## config.mk

```make
export PLATFORM = sky130hd
export DESIGN_NAME = cache_arbiter
export DESIGN_NICKNAME = d
export VERILOG_FILES = /design/src/rtl/cache_arbiter.sv
export SDC_FILE = /design/constraint.sdc
export NUM_CORES = 1
export LEC_CHECK = 0
export ABC_CLOCK_PERIOD_IN_PS = 4110
export CAP_MARGIN = 20
export CORE_AREA = 2 2 271 273
export CTS_CLUSTER_DIAMETER = 200
export DETAILED_ROUTE_END_ITERATION = 6
export DIE_AREA = 0 0 273 275
export SYNTH_ARGS = -nofsm -noshare
export SYNTH_HDL_FRONTEND = slang
export SYNTH_SLANG_ARGS = --single-unit
export TNS_END_PERCENT = 30
```

## constraint.sdc

```tcl
create_clock -name clk -period 4.11 [get_ports clk]
set_input_delay 0.411 -clock clk [delete_from_list [all_inputs] [get_ports clk]]
set_output_delay 0.411 -clock clk [all_outputs]
set_load 0.1 [all_outputs]
```

## src/rtl/cache_arbiter.sv

```systemverilog
`default_nettype none
// ============================================================================
// Module      : cache_arbiter
// Description : Shares the single physical-memory port between the I-cache
//               and D-cache of the split-cache LC-3b datapath. One cache owns
//               the port at a time. Its address, command and write data are
//               muxed to memory, and pmem_resp is routed only to the owner.
//               Line read data is broadcast to both caches. Each cache
//               qualifies that data with its own resp.
// Ports       : clk, reset (async, active-high)
//               I-cache : i_pmem_read, i_pmem_address -> i_pmem_resp, i_pmem_rdata
//               D-cache : d_pmem_read, d_pmem_write, d_pmem_address,
//                         d_pmem_wdata -> d_pmem_resp, d_pmem_rdata
//               Memory  : pmem_read, pmem_write, pmem_address, pmem_wdata ->
//                         pmem_resp, pmem_rdata_in
// Options     : ARB_ROUND_ROBIN_EN selects the tie-break rule.
//               Defined   : the cache not served last wins a tie.
//               Undefined : fixed priority, and the D-cache wins every tie.
// Revision    : 1.0 - initial release
// ============================================================================
module cache_arbiter #(
  parameter int ADDR_W = 16,
  parameter int LINE_W = 128
) (
  input  logic              clk,
  input  logic              reset,
  input  logic              i_pmem_read,
  input  logic [ADDR_W-1:0] i_pmem_address,
  output logic              i_pmem_resp,
  input  logic              d_pmem_read,
  input  logic              d_pmem_write,
  input  logic [ADDR_W-1:0] d_pmem_address,
  input  logic [LINE_W-1:0] d_pmem_wdata,
  output logic              d_pmem_resp,
  input  logic [LINE_W-1:0] pmem_rdata_in,
  output logic [LINE_W-1:0] i_pmem_rdata,
  output logic [LINE_W-1:0] d_pmem_rdata,
  output logic              pmem_read,
  output logic              pmem_write,
  output logic [ADDR_W-1:0] pmem_address,
  output logic [LINE_W-1:0] pmem_wdata,
  input  logic              pmem_resp
);

  typedef enum logic [1:0] {
    s_idle   = 2'd0,
    s_icache = 2'd1,
    s_dcache = 2'd2
  } state_t;

  state_t state;
  state_t next_state;
  logic   i_req;
  logic   d_req;
  logic   d_wins_tie;

  assign i_req = i_pmem_read;
  assign d_req = d_pmem_read | d_pmem_write;

  always_ff @(posedge clk or posedge reset) begin
    if (reset) begin
      state <= s_idle;
    end else begin
      state <= next_state;
    end
  end

`ifdef ARB_ROUND_ROBIN_EN
  // Records which cache completed a grant last. It is set to D on reset, so
  // the first tie goes to the I-cache. Aborted grants do not move it.
  logic last_served_d;

  always_ff @(posedge clk or posedge reset) begin
    if (reset) begin
      last_served_d <= 1'b1;
    end else if (pmem_resp && (state == s_icache)) begin
      last_served_d <= 1'b0;
    end else if (pmem_resp && (state == s_dcache)) begin
      last_served_d <= 1'b1;
    end
  end

  assign d_wins_tie = ~last_served_d;
`else
  assign d_wins_tie = 1'b1;
`endif

  always_comb begin
    next_state   = state;
    pmem_read    = 1'b0;
    pmem_write   = 1'b0;
    pmem_address = '0;
    pmem_wdata   = '0;
    i_pmem_resp  = 1'b0;
    d_pmem_resp  = 1'b0;
    case (state)
      s_idle: begin
        // Granting here, rather than combinationally, puts the memory
        // command one cycle after the request.
        if (i_req && d_req) begin
          next_state = d_wins_tie ? s_dcache : s_icache;
        end else if (d_req) begin
          next_state = s_dcache;
        end else if (i_req) begin
          next_state = s_icache;
        end
      end
      s_icache: begin
        pmem_read    = i_pmem_read;
        pmem_address = i_pmem_address;
        i_pmem_resp  = pmem_resp;
        // A completion or a dropped request (abort) both return to idle.
        // This leaves a one-cycle bubble before the next grant.
        if (pmem_resp || !i_req) begin
          next_state = s_idle;
        end
      end
      s_dcache: begin
        pmem_write   = d_pmem_write;
        pmem_read    = d_pmem_read & ~d_pmem_write;
        pmem_address = d_pmem_address;
        pmem_wdata   = d_pmem_wdata;
        d_pmem_resp  = pmem_resp;
        if (pmem_resp || !d_req) begin
          next_state = s_idle;
        end
      end
      default: begin
        next_state = s_idle;
      end
    endcase
  end

  assign i_pmem_rdata = pmem_rdata_in;
  assign d_pmem_rdata = pmem_rdata_in;

endmodule
`default_nettype wire

```

### Yosys cells after proc, flatten, opt, wreduce, memory -nomap -nowiden

Index checks and enable logic that the tools add are counted.

* register bits after elaboration: 2
* latch bits: 0
* memory bits (writable): 0
* ROM bits: 0
* logic and storage cells: 28
* memories: 0

* $add $sub $neg: 0
* multipliers: 0
* div/mod/pow operators: 0
* order comparisons: 0
* equal/unequal tests: 5
* shift operators: 0
* muxes and demuxes: 12
* bitwise operators: 3
* reductions and logical operators: 7

Operators by type and width (number)
* $mux 128: 1
* $pmux 16 s2: 1
* $mux 2: 5
* $pmux 2 s3: 1
* $ne 2x2->1 const B: 2
* $ne 4x4->1 const B: 1
* $mux 1: 3
* $reduce_and 3->1: 1
* $eq 2x1->1 const B: 1
* $eq 2x2->1 const B: 1
* $logic_not 1->1: 2
* $logic_not 2->1: 1
* $logic_or 1x1->1: 2
* $pmux 1 s2: 1
* $and 1x1->1: 1
* $logic_and 1x1->1: 1
* $not 1->1: 1
* $or 1x1->1: 1

### Logic depth before layout (Yosys ltp)

* word-level depth: 5
* gate-level depth with buffers: 6
* gate-level depth less buffers: 5

### Worst setup path before layout

No wires, ideal clock.

* kind: register -> output
* from: reg state[1]
* to: out pmem_address[10]
* arrival time: 2.407 ns
* slack: 1.292 ns
* stages on the path, launching flop included: 7
* buffers on the path: 2
* cells stage by stage: dfrtp_1 > inv_1 > ha_1 > buf_2 > buf_2 > a22oi_1 > nor2b_1

* longest elaborated chain between the ends: 2
* elaborated cells between the ends (all ways): 3
* classes of those cells: eq/ne (2); mux (1)

RTL lines
* start: declaration: line 51 `state_t state;`
* start signal: assignment: line 62 `state <= s_idle;`
* start signal: assignment: line 64 `state <= next_state;`
* $eq 2x2->1 or $eq 2x1->1 (tied branches): line 96 `case (state)`
* $pmux 16 s2 (*): line 96
* end: declaration: line 40 `output logic [ADDR_W-1:0] pmem_address,`

Mark *: on every way between the ends. The rest lies on a longest branch, timed or not.

### Worst setup path after layout

* from: reg state[0]
* to: out pmem_address[4]

Same word-level chain as after synthesis.

==> metrics <==
Tmin final 3.14 ns; clk_skew 0.000101 ns; WL per Instance 15.2 um; setup ws final 0.966 ns; FFs w/ async S/R, synth 100%; dpl ws 1.14 ns; number of flip-flops in the largest register 2; Worst path max stage delay 1.14 ns; Synth Net Count 760; R2R setup slack 2.34 ns; Die Width 273 um; worst vdd ir 402 uV; residual DRC count 0; Non-Filler Instances 1468; power per cell area 888 nW/um^2; Crit. End Element primary output; Syn-to-layout area delta 65.7%; status complete, no violations; Largest regs state x2; TritonCTS clock tree yes; Worst Tran Pin Value 1.00 ns; Post-CTS Hold Buffers 0; Layout Nets 805; IO Pins 698; dpl hpwl 19200 um; worst r2r src state[0]; area leader, netlist buf_4; Worst setup SP type flop; largest reg by FF count state; Iter 0 DRT Violations 92; largest net degree at the start of global routing 94; f_max 318 MHz; Worst path slowest cell clkdlybuf4s50_1; top cell type's share of synthesized area 59.1%; Clock Path Buffers 2; Die Y-Extent 275 um; fin util 7.46%; HP Class in2async; row cnt 99; reg2reg path depth 5; top cells by count, synth 256 x buf_4, 132 x and2_1, 16 x a22oi_1, 16 x nor2b_1, 11 x clkbuf_2; Yosys reg bits 2; Hold Vio Cnt, Final 0; top-count cell post-synth buf_4; first-pass detailed-route iteration total 4; static leakage 1.90 nW; Final ANT Viol Nets 0; Post CTS Setup Buffer Count 0; area of the mapped netlist 3250 um^2; clock slew at reported path FFs 0.03 ns; PortBufs 313; antenna violations before repair 15; H-tree depth 1; Rel. slew slack 32.8%; Synth cell types 21; reg2reg end state[1]; Final Power 0.00479 W; critical path type reg2out; Worst Path Max Fanout 58; final cycle utilization of the critical path 76.5%; cell breakdown of the critical path inv_1, ha_4, a22oi_1, nor2b_1, clkdlybuf4s50_1; placed cell count 1462; EDFF count, synth 0; placer congestion estimate 0.739; final setup TNS 0 ns; share of layout cells above drive strength 1 24.1%; Core Footprint 72300 um^2; CTS Sinks 2; setup violators final 0; Clock Latency Late Sink 0.22 ns; top post-synthesis cells by area buf_4 59%, and2_1 25%, a22oi_1 3.7%, nor2b_1 3.1%, clkbuf_2 1.7%; Root Buffer clkbuf_16; RSZ-0062 raised after global routing no; first-pass GRT wire length 26700 um; fillcell total 8499; Worst EP required 3.70 ns; Initial Util 4.50%; GRT Total Usage 5.28%; Vias 3102; post-cts resize count 0; vias in the first global route 3078; max_cap viols 0; Seq/Total Area, Yosys 1.54%; vias per cell 2.11; yosys warns 0; CP Data Arrival Time 2.73 ns; Main synth FF type dfrtp_1; die area 75100 um^2; Final Max Tran Viols 0; CTS Buf Count 3; GRT overflow 0; Syn Inst Count 463; Syn Area/Cell 7.03 um^2; final wirelength 22300 um
## worst max-delay path by stage
stage                        start               end  cells past startpoint
final                     state[0]   pmem_address[4]                      5
after global routing      state[0]  pmem_address[10]                      5
after CTS                 state[0]   pmem_address[9]                      5
after detailed placement  state[0]  pmem_address[10]                      5
after global placement    state[0]   pmem_address[4]                      5
after floorplan           state[1]  pmem_address[10]                      6
## area by class of cell
class / instances / area (um^2) / area share [%]
tap: 959 / 1200 / 22.2
timing repair buffer: 315 / 2860 / 53.0
antenna: 3 / 7.51 / 0.139
multi-input combinational: 183 / 1190 / 22.1
inverter: 3 / 11.3 / 0.209
sequential: 2 / 50.0 / 0.928
clock buffer: 3 / 75.1 / 1.39
## power by group
| group | total [W] | leakage [nW] | switching (W) | internal, W |
|---|---|---|---|---|
| sequential | 0.0000333 | 0.0258 | 0.00000750 | 0.0000258 |
| clock | 0.000149 | 0.0370 | 0.0000247 | 0.000124 |
| combinational | 0.00461 | 1.84 | 0.00365 | 0.000957 |
| total | 0.00479 | 1.90 | 0.00368 | 0.00111 |
## through the flow
step           hold slack (ns)  instance area, um^2
6_report                 0.348                 5390
5_1_grt                  0.366                 5390
4_1_cts                  0.354                 5390
3_5_place_dp             0.585                 5310
3_3_place_gp             0.565                 5310
2_1_floorplan            0.152                 3250
## routing by layer
| metal | track usage, % | vias to the layer above | part of all wire, % |
|---|---|---|---|
| li1 | - | 1252 | - |
| met2 | 8.56 | 476 | 44 |
| met1 | 3.76 | 1240 | 26 |
| met3 | 5.59 | 110 | 24 |
| met4 | 2.53 | 24 | 4.8 |
| met5 | 2.57 | - | 1.7 |
## cell families after synthesis
| group | count (synthesis) | synth area share [%] |
|---|---|---|
| compound gates | 25 | 5.50 |
| flops | 2 | 1.54 |
| simple gates | 155 | 29.6 |
| buf+inv | 278 | 62.2 |
| fa+ha+maj | 3 | 1.15 |
## critical path: cells and delay by family, from the launching register on
family	cells	cell delay (ns)
AND/OR/NAND/NOR	1	0.15
adder cells (fa/ha/maj)	1	0.51
flip-flops	1	0.38
buffers and inverters	2	1.27
AO/OA/AOI/OAI	1	0.18
## placed cells by master, fill, tap and decap left out, types with 2 or more instances in the layout
cell | netlist | routed
o211ai_1 | 2 | 2
a22oi_1 | 16 | 16
clkdlybuf4s50_1 | 0 | 197
clkbuf_16 | 0 | 3
dfrtp_1 | 2 | 2
nor2b_1 | 16 | 16
inv_1 | 3 | 3
o21ai_0 | 3 | 3
nand2_1 | 3 | 3
and2_1 | 132 | 132
ha_1 | 3 | 2
buf_4 | 256 | 118
diode_2 | 0 | 3
Note: power is estimated with default switching activity, not from simulation.
==> variant 1, RTL diff (same flow settings) <==
`ADDR_W`: 16 -> 15.
--- a/src/rtl/cache_arbiter.sv
+++ b/src/rtl/cache_arbiter.sv
@@ -20,5 +20,5 @@
 // ============================================================================
 module cache_arbiter #(
-  parameter int ADDR_W = 16,
+  parameter int ADDR_W = 15,
   parameter int LINE_W = 128
 ) (
Interface: changed (resized d_pmem_address, i_pmem_address and pmem_address); port bits go from 698 to 695. No check against the original RTL was run, so the function may have changed too.
==> variant 1 against the unedited design <==
  * Register-to-register slack got worse by 0.16 ns
  * Clock skew about the same
  * Power increased by 2.4%
  * Worst setup slack improved by 0.12 ns
  * Sequential cell count unchanged
  * Largest power group unchanged
  * Global-route usage increased by 1.8 points
  * Hold slack improved by 0.0046 ns
  * Via count about the same
  * Fmax increased by 3.8%
  * Routed wire length increased by 29%
  * Critical endpoint is now pmem_wdata[31]
  * Combinational power increased by 2%
  * Cell area decreased by 0.72%
  * Area after synthesis decreased by 0.81%
  * Non-clock buffer count decreased by 3
==> variant 1: results (changes against the unedited design) <==
largest net degree at the start of global routing - 57 (was 94)
Avg Inst Size Synth - 7.00 µm² (was 7.03 µm²)
FF-to-FF setup slack - 2.18 ns (was 2.34 ns)
multi-input combinational cell area - 1180 µm² (was 1190 µm²)
Fill cells - 8,567 (was 8,499)
Post-DP HPWL - 25,800 µm (was 19,200 µm)
predominant post-synthesis flop cell - dfrtp_1 (unchanged)
GR Util met1 - 0.0430 (was 0.0376)
critical path fanouts, max - 47 (was 58)
top area cells in the synthesized netlist - buf_4 60%, and2_1 26%, a22oi_1 3.5% (was buf_4 59%, and2_1 25%, a22oi_1 3.7%)
area post-placement - 5250 µm² (was 5310 µm²)
M1 WL - 6420 µm (was 5720 µm)
Hold WS - 0.353 ns (was 0.348 ns)
vias per inst - 2.10 (was 2.11)
Seq/Total Area, Yosys - 0.0155 (was 0.0154)
CP peak stage delay - 1.12 ns (was 1.14 ns)
top cell family by delay on the critical path - buffers and inverters (unchanged)
vias in the first global route - 3,203 (was 3,078)
met2 GRT Util - 0.119 (was 0.0856)
synth cell count leaders - 256 x buf_4, 132 x and2_1, 15 x a22oi_1, 15 x nor2b_1, 13 x clkbuf_1 (was 256 x buf_4, 132 x and2_1, 16 x a22oi_1, 16 x nor2b_1, 11 x clkbuf_2)
WL/cell - 19.5 µm (was 15.2 µm)
antenna violations before repair - 28 (was 15)
VDD IR max - 0.000475 V (was 0.000402 V)
final WL - 28,700 µm (was 22,300 µm)
diodes inserted - 13 (was 3)
clk tree area frac - 0.0140 (was 0.0139)
first-pass GRT wire length - 33,800 µm (was 26,700 µm)
Psw - 3.81 mW (was 3.68 mW)
Buffers on Ports - 310 (was 313)
slowest cell on the critical path - clkdlybuf4s50_1 (unchanged)
FF-to-FF path depth - 5 (unchanged)
R2R Path Start - state[1]$_DFFE_PP0P_ (was state[0]$_DFFE_PP0P_)
Worst Path Arrival - 2.62 ns (was 2.73 ns)
Syn Nets - 756 (was 760)
layout cells sized above 1 - 0.259 (was 0.241)
clk pwr - 149 µW (about the same)
NonClk Buf Share - 0.524 (was 0.530)
bufs w/o clock - 312 (was 315)
comb_multi_in - 181 (was 183)
status - finished clean (unchanged)
Tot GR Track Use - 0.0706 (was 0.0528)
Placed Cells - 1,457 (was 1,462)
TritonCTS Buffers - 3 (unchanged)
Place WS - 1.25 ns (was 1.14 ns)
Post-Synthesis Cells - 461 (was 463)
layout net count - 798 (was 805)
sequential cell area share - 0.00935 (was 0.00928)
met3 wire length - 7160 µm (was 5370 µm)
asr flop ratio synth - 1.00 (unchanged)
Routability Congestion - 0.727 (was 0.739)
Synth Area in Adders - 0.0116 (was 0.0115)
Synth Area in Compound Gates - 0.0531 (was 0.0550)
Leak Pwr - 1.90 nW (about the same)
GRT met3 Usage - 0.0806 (was 0.0559)
1st-iter DRT viols - 56 (was 92)
==> variant 1: changes by cell type after synthesis, sizes merged <==
cell | before | now
nor2b | 16 | 15
a22oi | 16 | 15
==> variant 1: per-stage QoR <==
stage / power [mW] / util
final: 4.90 / 0.0740
after global routing: 5.10 / 0.0736
after CTS: 5.01 / 0.0736
after detailed placement: 4.85 / 0.0725
after global placement: 4.85 / 0.0725
after floorplan: 4.80 / -
==> variant 1: worst max-delay path by stage <==
stage	from	endpoint	slack, ns
finish	state[0]$_DFFE_PP0P_	pmem_wdata[31]	1.08
global route	state[0]$_DFFE_PP0P_	pmem_wdata[21]	0.94
CTS	state[0]$_DFFE_PP0P_	pmem_wdata[102]	1.00
detailed placement	state[0]$_DFFE_PP0P_	pmem_wdata[102]	1.25
global placement	state[0]$_DFFE_PP0P_	pmem_wdata[37]	1.28
floorplan	state[1]$_DFFE_PP0P_	pmem_address[10]	1.32
==> variant 2, RTL diff (config.mk and constraints unchanged) <==
Without the edit above. Re-encode `state_t` (3 states) as one-hot, 3 bits wide.
--- a/src/rtl/cache_arbiter.sv
+++ b/src/rtl/cache_arbiter.sv
@@ -43,8 +43,8 @@
 );
 
-  typedef enum logic [1:0] {
-    s_idle   = 2'd0,
-    s_icache = 2'd1,
-    s_dcache = 2'd2
+  typedef enum logic [2:0] {
+    s_idle   = 3'b001,
+    s_icache = 3'b010,
+    s_dcache = 3'b100
   } state_t;
 
Behaviour: same outputs for any inputs over 4 cycles, from zero or initial values and one cycle with reset high; so few cycles prove little.
==> variant 2 against the unedited design <==
  * Routed wire length fell by 15%
  * Power fell by 35%
  * Hold slack gained 0.027 ns
  * Count of clock-buffer cells in the layout increased by 1
  * Die area unchanged
  * Clock skew grew 0.00081 ns
  * Worst setup slack improved by 0.73 ns
  * Global-route usage is 0.70 points lower
  * Via count shrank 5.1%
  * Area after synthesis decreased by 2.2%
  * Cell area decreased by 2.8%
  * Synthesized cell count decreased by 5.0%
  * Combinational power decreased by 38%
  * Sequential cell count grew 1
  * Critical path type unchanged
  * Critical endpoint is now pmem_wdata[19]
  * Largest cell class unchanged
==> variant 2: results (changes against the unedited design) <==
status - finished clean (unchanged)
top area cells in the synthesized netlist - buf_4 60%, and2_1 26%, a22o_1 4.4% (was buf_4 59%, and2_1 25%, a22oi_1 3.7%)
Cell Count, Final, Fillers Out - 1,451 (was 1,468)
xor and xnor fraction of the mapped netlist area - 0 (unchanged)
RR Endpoint - state[0]$_DFFE_PP1P_ (was state[1]$_DFFE_PP0P_)
Top Registers - state: 3 flops (was state: 2 flops)
largest net degree at the start of global routing - 148 (was 94)
VDD IR max - 0.000282 V (was 0.000402 V)
Routability Congestion - 0.829 (was 0.739)
Avg Inst Size Synth - 7.23 µm² (was 7.03 µm²)
met3 wire length - 4650 µm (was 5370 µm)
antenna violations before repair - 11 (was 15)
drt first pass iters - 3 (was 4)
slowest cell on the critical path - dfrtp_1 (was clkdlybuf4s50_1)
vias per inst - 2.03 (was 2.11)
critical path endpoint - pmem_wdata[19] (was pmem_address[4])
Int Power - 795 µW (was 1.11 mW)
vias in the first global route - 2,988 (was 3,078)
GR Util met1 - 0.0295 (was 0.0376)
Synth Area in Adders - 0 (was 0.0115)
relative slew slack - 0.435 (was 0.328)
Period Utilization, post-route - 0.587 (was 0.765)
asr flop ratio synth - 1.00 (unchanged)
TritonCTS Buffers - 3 (unchanged)
M1 WL - 4450 µm (was 5720 µm)
1st-iter DRT viols - 44 (was 92)
met2 GRT Util - 0.0739 (was 0.0856)
Yosys cell types - 22 (was 21)
Placed Cells - 1,440 (was 1,462)
Synth Area in Compound Gates - 0.0578 (was 0.0550)
critical path fanouts, max - 151 (was 58)
FF-to-FF path depth - 2 (was 5)
Hold WC Path Type - input port to asynchronous set/reset pin (unchanged)
Seq/Total Area, Yosys - 0.0240 (was 0.0154)
Place WS - 1.87 ns (was 1.14 ns)
routed wl met2 - 8480 µm (was 9720 µm)
top cell family by delay on the critical path - buffers and inverters (unchanged)
Buffers on Ports - 313 (unchanged)
Post-DP HPWL - 16,300 µm (was 19,200 µm)
final WL - 19,000 µm (was 22,300 µm)
CP peak stage delay - 0.47 ns (was 1.14 ns)
Yosys Warn Count - 0 (unchanged)
Syn Nets - 734 (was 760)
layout cells sized above 1 - 0.322 (was 0.241)
GRT met3 Usage - 0.0490 (was 0.0559)
Worst Skew - 0.000911 ns (was 0.000101 ns)
CP Launch Point - state[2]$_DFFE_PP0P_ (was state[0]$_DFFE_PP0P_)
Hold WS - 0.375 ns (was 0.348 ns)
first-pass GRT wire length - 23,100 µm (was 26,700 µm)
FF-to-FF setup slack - 3.00 ns (was 2.34 ns)
Max clock buf depth - 2 (unchanged)
R2R Path Start - state[0]$_DFFE_PP1P_ (was state[0]$_DFFE_PP0P_)
Worst Path Arrival - 2.00 ns (was 2.73 ns)
Leak Pwr - 2.00 nW (was 1.90 nW)
Tot GR Track Use - 0.0459 (was 0.0528)
layout net count - 780 (was 805)
area post-placement - 5150 µm² (was 5310 µm²)
synth cell count leaders - 256 x buf_4, 131 x and2_1, 16 x a22o_1 (was 256 x buf_4, 132 x and2_1, 16 x a22oi_1, 16 x nor2b_1, 11 x clkbuf_2)
mux contribution to synthesized area - 0.00314 (was 0)
variant 2: cell count changes after synthesis, sizes merged, moves of 2 or more:
cell | before | now
nand2 | 3 | 1
a22oi | 16 | 0
nor3 | 0 | 2
a22o | 0 | 16
ha | 3 | 0
o211ai | 2 | 0
nor2b | 16 | 0
o21ai | 3 | 0
variant 2: final cells by class:
type | instances | area (µm²)
repair buffers | 314 | 2780
well taps | 959 | 1200
flip-flops and latches | 3 | 76.3
diodes | 7 | 17.5
clock buffers | 4 | 78.8
fillers | 8528 | 67100
inverters | 3 | 11.3
multi-input cells | 161 | 1080
variant 2: power groups by stage:
stage | clock (mW) | sequential (mW) | combinational, mW
global route | 0.162 | 0.0714 | 2.96
detailed placement | 0 | 0.0682 | 2.90
floorplan | 0 | 0.0640 | 3.43
global placement | 0 | 0.0681 | 2.90
CTS | 0.157 | 0.0690 | 2.90
finish | 0.153 | 0.0689 | 2.87
